[config.mk]
export PLATFORM = sky130hd
export DESIGN_NAME = addsub_acc_ctrl
export DESIGN_NICKNAME = d
export VERILOG_FILES = /design/src/rtl/addsub_acc_ctrl_pkg.sv /design/src/rtl/addsub_acc_ctrl_addsub_core.sv /design/src/rtl/addsub_acc_ctrl.sv
export SDC_FILE = /design/constraint.sdc
export NUM_CORES = 1
export LEC_CHECK = 0
export CAP_MARGIN = 25
export CORE_MARGIN = 5
export CORE_UTILIZATION = 45
export CTS_CLUSTER_DIAMETER = 50
export DETAILED_ROUTE_END_ITERATION = 16
export PLACE_DENSITY_LB_ADDON = 0.25
export REMOVE_ABC_BUFFERS = 1
export SYNTH_ARGS = -nofsm -noshare
export SYNTH_HDL_FRONTEND = slang
export SYNTH_SLANG_ARGS = --single-unit
export TNS_END_PERCENT = 1
[constraint.sdc]
create_clock -name clk -period 7.05 [get_ports clk]
set_input_delay 0.705 -clock clk [delete_from_list [all_inputs] [get_ports clk]]
set_output_delay 0.705 -clock clk [all_outputs]
set_load 0.01 [all_outputs]
[src/rtl/addsub_acc_ctrl_pkg.sv]
`default_nettype none
// ============================================================================
//  Module      : addsub_acc_ctrl_pkg
//  Description : Shared definitions for the add/sub accumulator controller:
//                operation encodings, FSM state encodings and default width.
//  Revision    : 1.0 - initial release
// ============================================================================
package addsub_acc_ctrl_pkg;

    localparam int DEFAULT_WIDTH = 4;

    typedef enum logic [1:0] {
        OP_LOAD = 2'b00,
        OP_ADD  = 2'b01,
        OP_SUB  = 2'b10,
        OP_CLR  = 2'b11
    } op_e;

    typedef enum logic [1:0] {
        S_IDLE = 2'b00,
        S_EXEC = 2'b01,
        S_RESP = 2'b10
    } state_e;

endpackage : addsub_acc_ctrl_pkg
`default_nettype wire

[src/rtl/addsub_acc_ctrl_addsub_core.sv]
`default_nettype none
// ============================================================================
//  Module      : addsub_core
//  Description : Combinational WIDTH-bit ripple-carry adder/subtractor.
//                y is XORed with cin, so cin=1 yields x + ~y + 1 = x - y.
//  Ports       : x_i, y_i   - operands
//                cin_i      - carry-in / subtract select
//                sum_o      - WIDTH-bit result
//                cout_o     - carry out of the MSB
//                v_o        - signed overflow (carry into MSB ^ carry out)
//  Revision    : 1.0 - initial release
// ============================================================================
module addsub_core #(
    parameter int WIDTH = 4
) (
    input  logic [WIDTH-1:0] x_i,
    input  logic [WIDTH-1:0] y_i,
    input  logic             cin_i,
    output logic [WIDTH-1:0] sum_o,
    output logic             cout_o,
    output logic             v_o
);

    logic [WIDTH:0]   w_carry;
    logic [WIDTH-1:0] w_y;

    assign w_y        = y_i ^ {WIDTH{cin_i}};
    assign w_carry[0] = cin_i;

    generate
        for (genvar i = 0; i < WIDTH; i++) begin : g_bit
            assign sum_o[i]       = x_i[i] ^ w_y[i] ^ w_carry[i];
            assign w_carry[i+1]   = (x_i[i] & w_y[i]) | (w_carry[i] & (x_i[i] ^ w_y[i]));
        end
    endgenerate

    assign cout_o = w_carry[WIDTH];
    assign v_o    = w_carry[WIDTH] ^ w_carry[WIDTH-1];

endmodule : addsub_core
`default_nettype wire

[src/rtl/addsub_acc_ctrl.sv]
`default_nettype none
// ============================================================================
//  Module      : addsub_acc_ctrl
//  Description : Accumulator and controller around addsub_core. Accepts
//                LOAD/ADD/SUB/CLR requests over valid/ready, updates the
//                accumulator one cycle later and presents the result with
//                N/Z/C/V and sticky-V flags over a second valid/ready port.
//  Ports       : clk, rst (sync, active-high)
//                in_valid/in_ready/in_op/in_operand   - request side
//                out_valid/out_ready/out_acc/out_n/out_z/out_c/out_v/
//                out_sticky_v                          - result side
//  Options     : ADDSUB_ACC_SATURATE_EN - clamp acc on ADD/SUB overflow
//                instead of wrapping (flags still report raw overflow).
//  Revision    : 1.0 - initial release
// ============================================================================
module addsub_acc_ctrl
    import addsub_acc_ctrl_pkg::*;
#(
    parameter int WIDTH = DEFAULT_WIDTH
) (
    input  logic             clk,
    input  logic             rst,
    input  logic             in_valid,
    output logic             in_ready,
    input  logic [1:0]       in_op,
    input  logic [WIDTH-1:0] in_operand,
    output logic             out_valid,
    input  logic             out_ready,
    output logic [WIDTH-1:0] out_acc,
    output logic             out_n,
    output logic             out_z,
    output logic             out_c,
    output logic             out_v,
    output logic             out_sticky_v
);

    state_e           state_q,   state_d;
    op_e              op_q,      op_d;
    logic [WIDTH-1:0] operand_q, operand_d;
    logic [WIDTH-1:0] acc_q,     acc_d;
    logic             n_q, n_d, z_q, z_d, c_q, c_d, v_q, v_d;
    logic             sticky_q,  sticky_d;

    logic [WIDTH-1:0] w_sum;
    logic [WIDTH-1:0] w_arith;
    logic             w_cout;
    logic             w_v;
    logic             w_cin;

    assign w_cin = (op_q == OP_SUB);

    addsub_core #(
        .WIDTH (WIDTH)
    ) u_core (
        .x_i    (acc_q),
        .y_i    (operand_q),
        .cin_i  (w_cin),
        .sum_o  (w_sum),
        .cout_o (w_cout),
        .v_o    (w_v)
    );

`ifdef ADDSUB_ACC_SATURATE_EN
    // Overflow direction follows the old sign: a positive acc can only
    // overflow upward, a negative one downward.
    assign w_arith = w_v ? (acc_q[WIDTH-1] ? {1'b1, {(WIDTH-1){1'b0}}}
                                           : {1'b0, {(WIDTH-1){1'b1}}})
                         : w_sum;
`else
    assign w_arith = w_sum;
`endif

    always_comb begin
        state_d   = state_q;
        op_d      = op_q;
        operand_d = operand_q;
        acc_d     = acc_q;
        n_d       = n_q;
        z_d       = z_q;
        c_d       = c_q;
        v_d       = v_q;
        sticky_d  = sticky_q;

        case (state_q)
            S_IDLE: begin
                if (in_valid) begin
                    state_d   = S_EXEC;
                    op_d      = op_e'(in_op);
                    operand_d = in_operand;
                end
            end
            S_EXEC: begin
                state_d = S_RESP;
                case (op_q)
                    OP_LOAD: begin
                        acc_d    = operand_q;
                        c_d      = 1'b0;
                        v_d      = 1'b0;
                        sticky_d = 1'b0;
                    end
                    OP_CLR: begin
                        acc_d    = '0;
                        c_d      = 1'b0;
                        v_d      = 1'b0;
                        sticky_d = 1'b0;
                    end
                    default: begin
                        acc_d    = w_arith;
                        c_d      = w_cout;
                        v_d      = w_v;
                        sticky_d = sticky_q | w_v;
                    end
                endcase
                n_d = acc_d[WIDTH-1];
                z_d = (acc_d == '0);
            end
            S_RESP: begin
                if (out_ready) begin
                    state_d = S_IDLE;
                end
            end
            default: begin
                state_d = S_IDLE;
            end
        endcase
    end

    always_ff @(posedge clk) begin
        if (rst) begin
            state_q   <= S_IDLE;
            op_q      <= OP_LOAD;
            operand_q <= '0;
            acc_q     <= '0;
            n_q       <= 1'b0;
            z_q       <= 1'b0;
            c_q       <= 1'b0;
            v_q       <= 1'b0;
            sticky_q  <= 1'b0;
        end else begin
            state_q   <= state_d;
            op_q      <= op_d;
            operand_q <= operand_d;
            acc_q     <= acc_d;
            n_q       <= n_d;
            z_q       <= z_d;
            c_q       <= c_d;
            v_q       <= v_d;
            sticky_q  <= sticky_d;
        end
    end

    // in_ready must drop combinationally while reset is asserted.
    assign in_ready     = (state_q == S_IDLE) && !rst;
    assign out_valid    = (state_q == S_RESP);
    assign out_acc      = acc_q;
    assign out_n        = n_q;
    assign out_z        = z_q;
    assign out_c        = c_q;
    assign out_v        = v_q;
    assign out_sticky_v = sticky_q;

endmodule : addsub_acc_ctrl
`default_nettype wire

==> impl_metrics.yaml, run 1 <==
detailed_routing:
  drt-pass1-iter-count: 4
  wire_per_inst_um: 11.6
  highest_layer: "met4"
  wl_met3_um: 114
  vias: 689
  wl_met2_um: 749
  antenna_left: 0
  post-route-drc-count: 0
  m1WireLength_um: 690
  drt-total-wl_mm: 1.59
  drtIter0Drc: 11
  routed_via_density: 5.03
pwr:
  ir_drop_uv: 138
  powerDensity_nw_per_um2: 197
  leakagePower_nw: 0.406
yosys:
  yosys-top-cells-count: "dfxtp_1 (16), nor2_1 (13), a21oi_1 (8)"
  synth_area_um2: 845
  syn_avg_cell_area_um2: 8.98
  yosys_warnings: 0
  synth_edf_count: 0
  syn_inst: 94
  ys_types: 30
  ys.flop_type: "dfxtp_1"
  synthArstFlopShare_pct: 0
  synth_area_leader_cell: "dfxtp_1"
  ys_seq_area_share_pct: 37.9
  yosysTopAreaCellShare_pct: 37.9
  synthTopCellsByArea: "dfxtp_1 (38%), fa_1 (7.1%), nor2_1 (5.8%)"
  synth_most_common_cell: "dfxtp_1"
  ys_seq_elements: 16
clock_network:
  cts_tree: "yes"
  cts.path.max_buffers: 2
  post_cts_buffers: 0
  cts_buffers: 3
  cts.repair.resized: 0
  clk_latency_ns: 0.29
  htreeDepth: 1
  postCtsHoldBufs: 0
  root_buffer: "clkbuf_4"
  cts.sinks: 16
  clk_pin_slew_ns: 0.09
sta:
  final.period_utilization_pct: 42.8
  fin_skew_ns: 0.00166
  max_freq_ghz: 0.331
  period_needed_ns: 3.02
  rsz0062_at_grt: "no"
  tns_ns: 0
  worst_slack_ns: 4.03
  worst_slew_pin_slew_ns: 0.600
  final_max_slew_viol_count: 0
  final-setup-viol-count: 0
  max-slew-margin-rel_pct: 59.9
  hold_viol_final: 0
setup_path:
  start_kind: "primary input"
  arrival_ns: 2.31
  cp_max_fo: 17
  critPathCaptureType: "primary output"
  cp.required_ns: 6.34
  criticalPathCategory: "in -> out"
  ff2ff_path_depth: 10
final_layout:
  drive_gt1_share_pct: 7.14
  multiInputGateArea_um2: 465
  syn_to_final_growth_pct: 27.9
  final_cell_area_um2: 1080
  fill_cells: 170
  regArea_um2: 320
  fin_nets: 128
  antenna_cells: 0
  final_core_util_pct: 61.2
run_status:
  status: "completed"
min_path:
  holdPathStages: 2
  hold_class: "reg -> reg"
place:
  dp_slack_ns: 4.01
  dpl-instance-area_um2: 1040
  port_buffers: 20
  finalWeightedCongestion: 0.819
  dp_hpwl_mm: 1.21
grt:
  grt-ovfl-total: 0
  first_global_vias: 642
  grt_max_degree: 18
  track_usage_pct: 13.4
  antenna_found_initial: 0
  grt_pass1_wl_mm: 2.78
floorplanning:
  die_x_um: 53.3
  dieHeight_um: 53.3
  rows: 15
  initial_core_util_pct: 47.9
  dieArea_um2: 2840
  ios: 21
  fp.coreArea_um2: 1760
flow_run:
  maxCapViolations: 0
-- placed cells by master, fill, tap and decap left out, drive strengths merged --
| master | count |
|---|---|
| o21ai | 3 |
| a221oi | 1 |
| nand2 | 5 |
| clkdlybuf4s50 | 20 |
| and2b | 1 |
| nor3b | 2 |
| inv | 7 |
| and2 | 2 |
| nand3 | 2 |
| a21oi | 8 |
| nand2b | 3 |
| ha | 2 |
| o211ai | 1 |
| mux2 | 1 |
| nor2b | 3 |
| mux2i | 4 |
| fa | 3 |
| dfxtp | 16 |
| nor2 | 13 |
| a41o | 1 |
| nand3b | 1 |
| clkbuf | 4 |
| xor2 | 2 |
| a211oi | 3 |
| xnor2 | 2 |
| nor3 | 2 |
-- power breakdown --
part | leakage [nW] | total, mW | internal, mW | switching (mW)
clock | 0.0210 | 0.0612 | 0.0315 | 0.0297
sequential | 0.131 | 0.101 | 0.0958 | 0.00489
combinational | 0.254 | 0.0506 | 0.0260 | 0.0246
total | 0.406 | 0.212 | 0.153 | 0.0592
-- area by class of cell --
type | instances | area share [%]
timing repair buffer | 20 | 18.5
clock buffer | 4 | 3.36
tap | 25 | 2.90
sequential | 16 | 29.7
multi-input combinational | 65 | 43.1
inverter | 7 | 2.43
-- metal layers --
metal,vias to the layer above,track usage [%]
met5,-,0
met4,0,6.38
met3,5,3.66
met2,19,20.8
met1,319,16.8
li1,346,-
-- worst max-delay path, stage by stage --
cell	delay [ns]
clkdlybuf4s50_1	0.71
nor3_1	0.30
clkdlybuf4s50_1	0.59
-- worst paths after layout --
path | start | to | slack [ns]
max | rst | in_ready | 4.03
min | out_c | out_c | 0.46
max reg2reg | op_q[0] | out_z | 4.44
min reg2reg | out_c | out_c | 0.46
-- state kept, by name, summed over array words and instances (netlist names) --
register,flops
out_sticky_v,1
operand_q,4
out_c,1
out_z,1
out_acc,4
op_q,2
out_v,1
state_q,2
-- metrics by stage --
stage | instances | total power [mW] | hold slack [ns]
floorplan | 88 | 0.134 | 0.470
global placement | 133 | 0.153 | 0.447
detailed placement | 133 | 0.154 | 0.446
CTS | 137 | 0.215 | 0.460
global route | 137 | 0.226 | 0.478
finish | 137 | 0.212 | 0.460
-- kinds of logic (layout without fill, tap and decap cells) --
kind of cell	after synthesis	in the layout	share of synthesized area [%]
flops	16	16	37.9
compound gates	17	17	13.6
buf+inv	13	31	6.96
fa+ha+maj	5	5	10.1
xor+xnor	4	4	4.15
mux	5	5	6.07
simple gates	34	34	21.2
Note: power is estimated with default switching activity, not from simulation.
==> run 2: changes to the inputs <==
==> constraint.sdc (replaced) <==
create_clock -name clk -period 2.82 [get_ports clk]
set_input_delay 0.282 -clock clk [delete_from_list [all_inputs] [get_ports clk]]
set_output_delay 0.282 -clock clk [all_outputs]
set_load 0.01 [all_outputs]
==> run 2 against run 1 <==
Effect of this change: highest routed layer unchanged; die area is the same; setup slack got worse by 3.9 ns; via count rose by 0.73%; critical endpoint is now out_z.
==> impl_metrics.yaml, run 2 (same netlist as run 1, synthesis figures left out) <==
sta:
  tns_ns: 0
  rsz0062_at_grt: "no"
  fin_skew_ns: 0.00390
  worst_slack_ns: 0.169
  final-setup-viol-count: 0
  period_needed_ns: 2.65
  final_max_slew_viol_count: 0
  max_freq_ghz: 0.377
  final.period_utilization_pct: 94.0
  worst_slew_pin_slew_ns: 0.588
  max-slew-margin-rel_pct: 60.7
  hold_viol_final: 0
clock_network:
  cts_tree: "yes"
  clk_pin_slew_ns: 0.09
  post_cts_buffers: 0
  root_buffer: "clkbuf_4"
  cts_buffers: 3
  cts.repair.resized: 0
  cts.sinks: 16
  htreeDepth: 1
  clk_latency_ns: 0.28
  cts.path.max_buffers: 2
  postCtsHoldBufs: 0
detailed_routing:
  drtIter0Drc: 6
  vias: 694
  wire_per_inst_um: 12.2
  drt-pass1-iter-count: 4
  antenna_left: 0
  post-route-drc-count: 0
  routed_via_density: 5.07
  drt-total-wl_mm: 1.67
pwr:
  ir_drop_uv: 294
  powerDensity_nw_per_um2: 467
  leakagePower_nw: 0.403
  design_power_total_mw: 0.501
setup_path:
  critPathCaptureType: "flip-flop"
  cp.required_ns: 3.05
  arrival_ns: 2.88
  start_kind: "flip-flop"
  cp_max_fo: 4
  criticalPathCategory: "reg -> reg"
grt:
  grt-ovfl-total: 0
  grt_pass1_wl_mm: 2.87
  grt_max_degree: 17
  antenna_found_initial: 0
  track_usage_pct: 13.7
  first_global_vias: 692
place:
  dp_hpwl_mm: 1.26
  dpl-instance-area_um2: 1050
  dp_slack_ns: 0.209
  port_buffers: 20
  finalWeightedCongestion: 0.813
final_layout:
  final_cell_mix: "clkdlybuf4s50_1 (20), dfxtp_1 (16), nor2_1 (13), a21oi_1 (8), inv_1 (7)"
  final_common_cell: "clkdlybuf4s50_1"
  drive_gt1_share_pct: 7.14
  antenna_cells: 0
  syn_to_final_growth_pct: 27.1
  final_cell_area_um2: 1070
  fill_cells: 174
  fin_nets: 129
floorplanning:
  dieHeight_um: 53.3
  ios: 21
  die_x_um: 53.3
  dieArea_um2: 2840
  initial_core_util_pct: 47.9
  rows: 15
  fp.coreArea_um2: 1760
run_status:
  status: "completed"
min_path:
  hold_class: "reg -> reg"
flow_run:
  maxCapViolations: 0
==> run 2: changes by cell type in the layout (fill, tap and decap cells not counted), sizes merged <==
cell    previous run  this run
clkbuf             4         3
buf                0         1
==> run 2: routing by layer <==
layer | share of wire [%] | routed length [µm] | track usage (%) | vias to the layer above
li1 | - | - | - | 347
met1 | 45 | 747 | 16.5 | 323
met2 | 48 | 808 | 22.0 | 20
met3 | 5.2 | 86 | 3.94 | 4
met4 | 1.4 | 24 | 6.81 | 0
met5 | 0 | 0 | 0 | -
==> run 2: critical path, stage by stage (launching register included) <==
cell	delay, ns
dfxtp_1	0.31
inv_1	0.09
ha_1	0.28
xor2_1	0.22
fa_1	0.20
inv_1	0.05
fa_1	0.42
fa_1	0.51
inv_1	0.05
a221oi_2	0.29
a41o_1	0.19
==> run 2: cell type report <==
class	instances	area, µm²	area share, %
clock buffer	3	22.5	2.10
inverter	7	26.3	2.45
multi-input combinational	65	465	43.4
sequential	16	320	29.8
tap	25	31.3	2.91
timing repair buffer	21	208	19.3
==> run 2: final timing paths <==
path	start	to	slack (ns)	cells after the start
setup / recovery	op_q[0]	out_z	0.17	10
hold / removal	out_v	out_v	0.46	2
hold reg to reg	out_v	out_v	0.46	2
setup reg to reg	op_q[0]	out_z	0.17	10
==> run 2: where the power goes <==
part / internal [mW] / switching [mW] / total [mW]
clock network: 0.0496 / 0.0699 / 0.119
registers: 0.239 / 0.0123 / 0.252
logic: 0.0666 / 0.0635 / 0.130
total: 0.356 / 0.146 / 0.501
==> run 2: through the flow <==
stage / hold WS, ns / util (%) / cells
after floorplan: 0.347 / - / 88
after global placement: 0.440 / 59.6 / 134
after detailed placement: 0.447 / 59.6 / 134
after CTS: 0.463 / 60.9 / 137
after global routing: 0.487 / 60.9 / 137
final: 0.462 / 60.9 / 137
==> run 3: changes to the inputs <==
--- a/config.mk
+++ b/config.mk
@@ -10,6 +10,7 @@
 export CORE_UTILIZATION = 45
 export CTS_CLUSTER_DIAMETER = 50
 export DETAILED_ROUTE_END_ITERATION = 16
+export GPL_ROUTABILITY_DRIVEN = 0
 export PLACE_DENSITY_LB_ADDON = 0.25
 export REMOVE_ABC_BUFFERS = 1
 export SYNTH_ARGS = -nofsm -noshare
==> results of run 3 <==
Same layout as run 2: the final DEF is identical, and so are final timing and power.
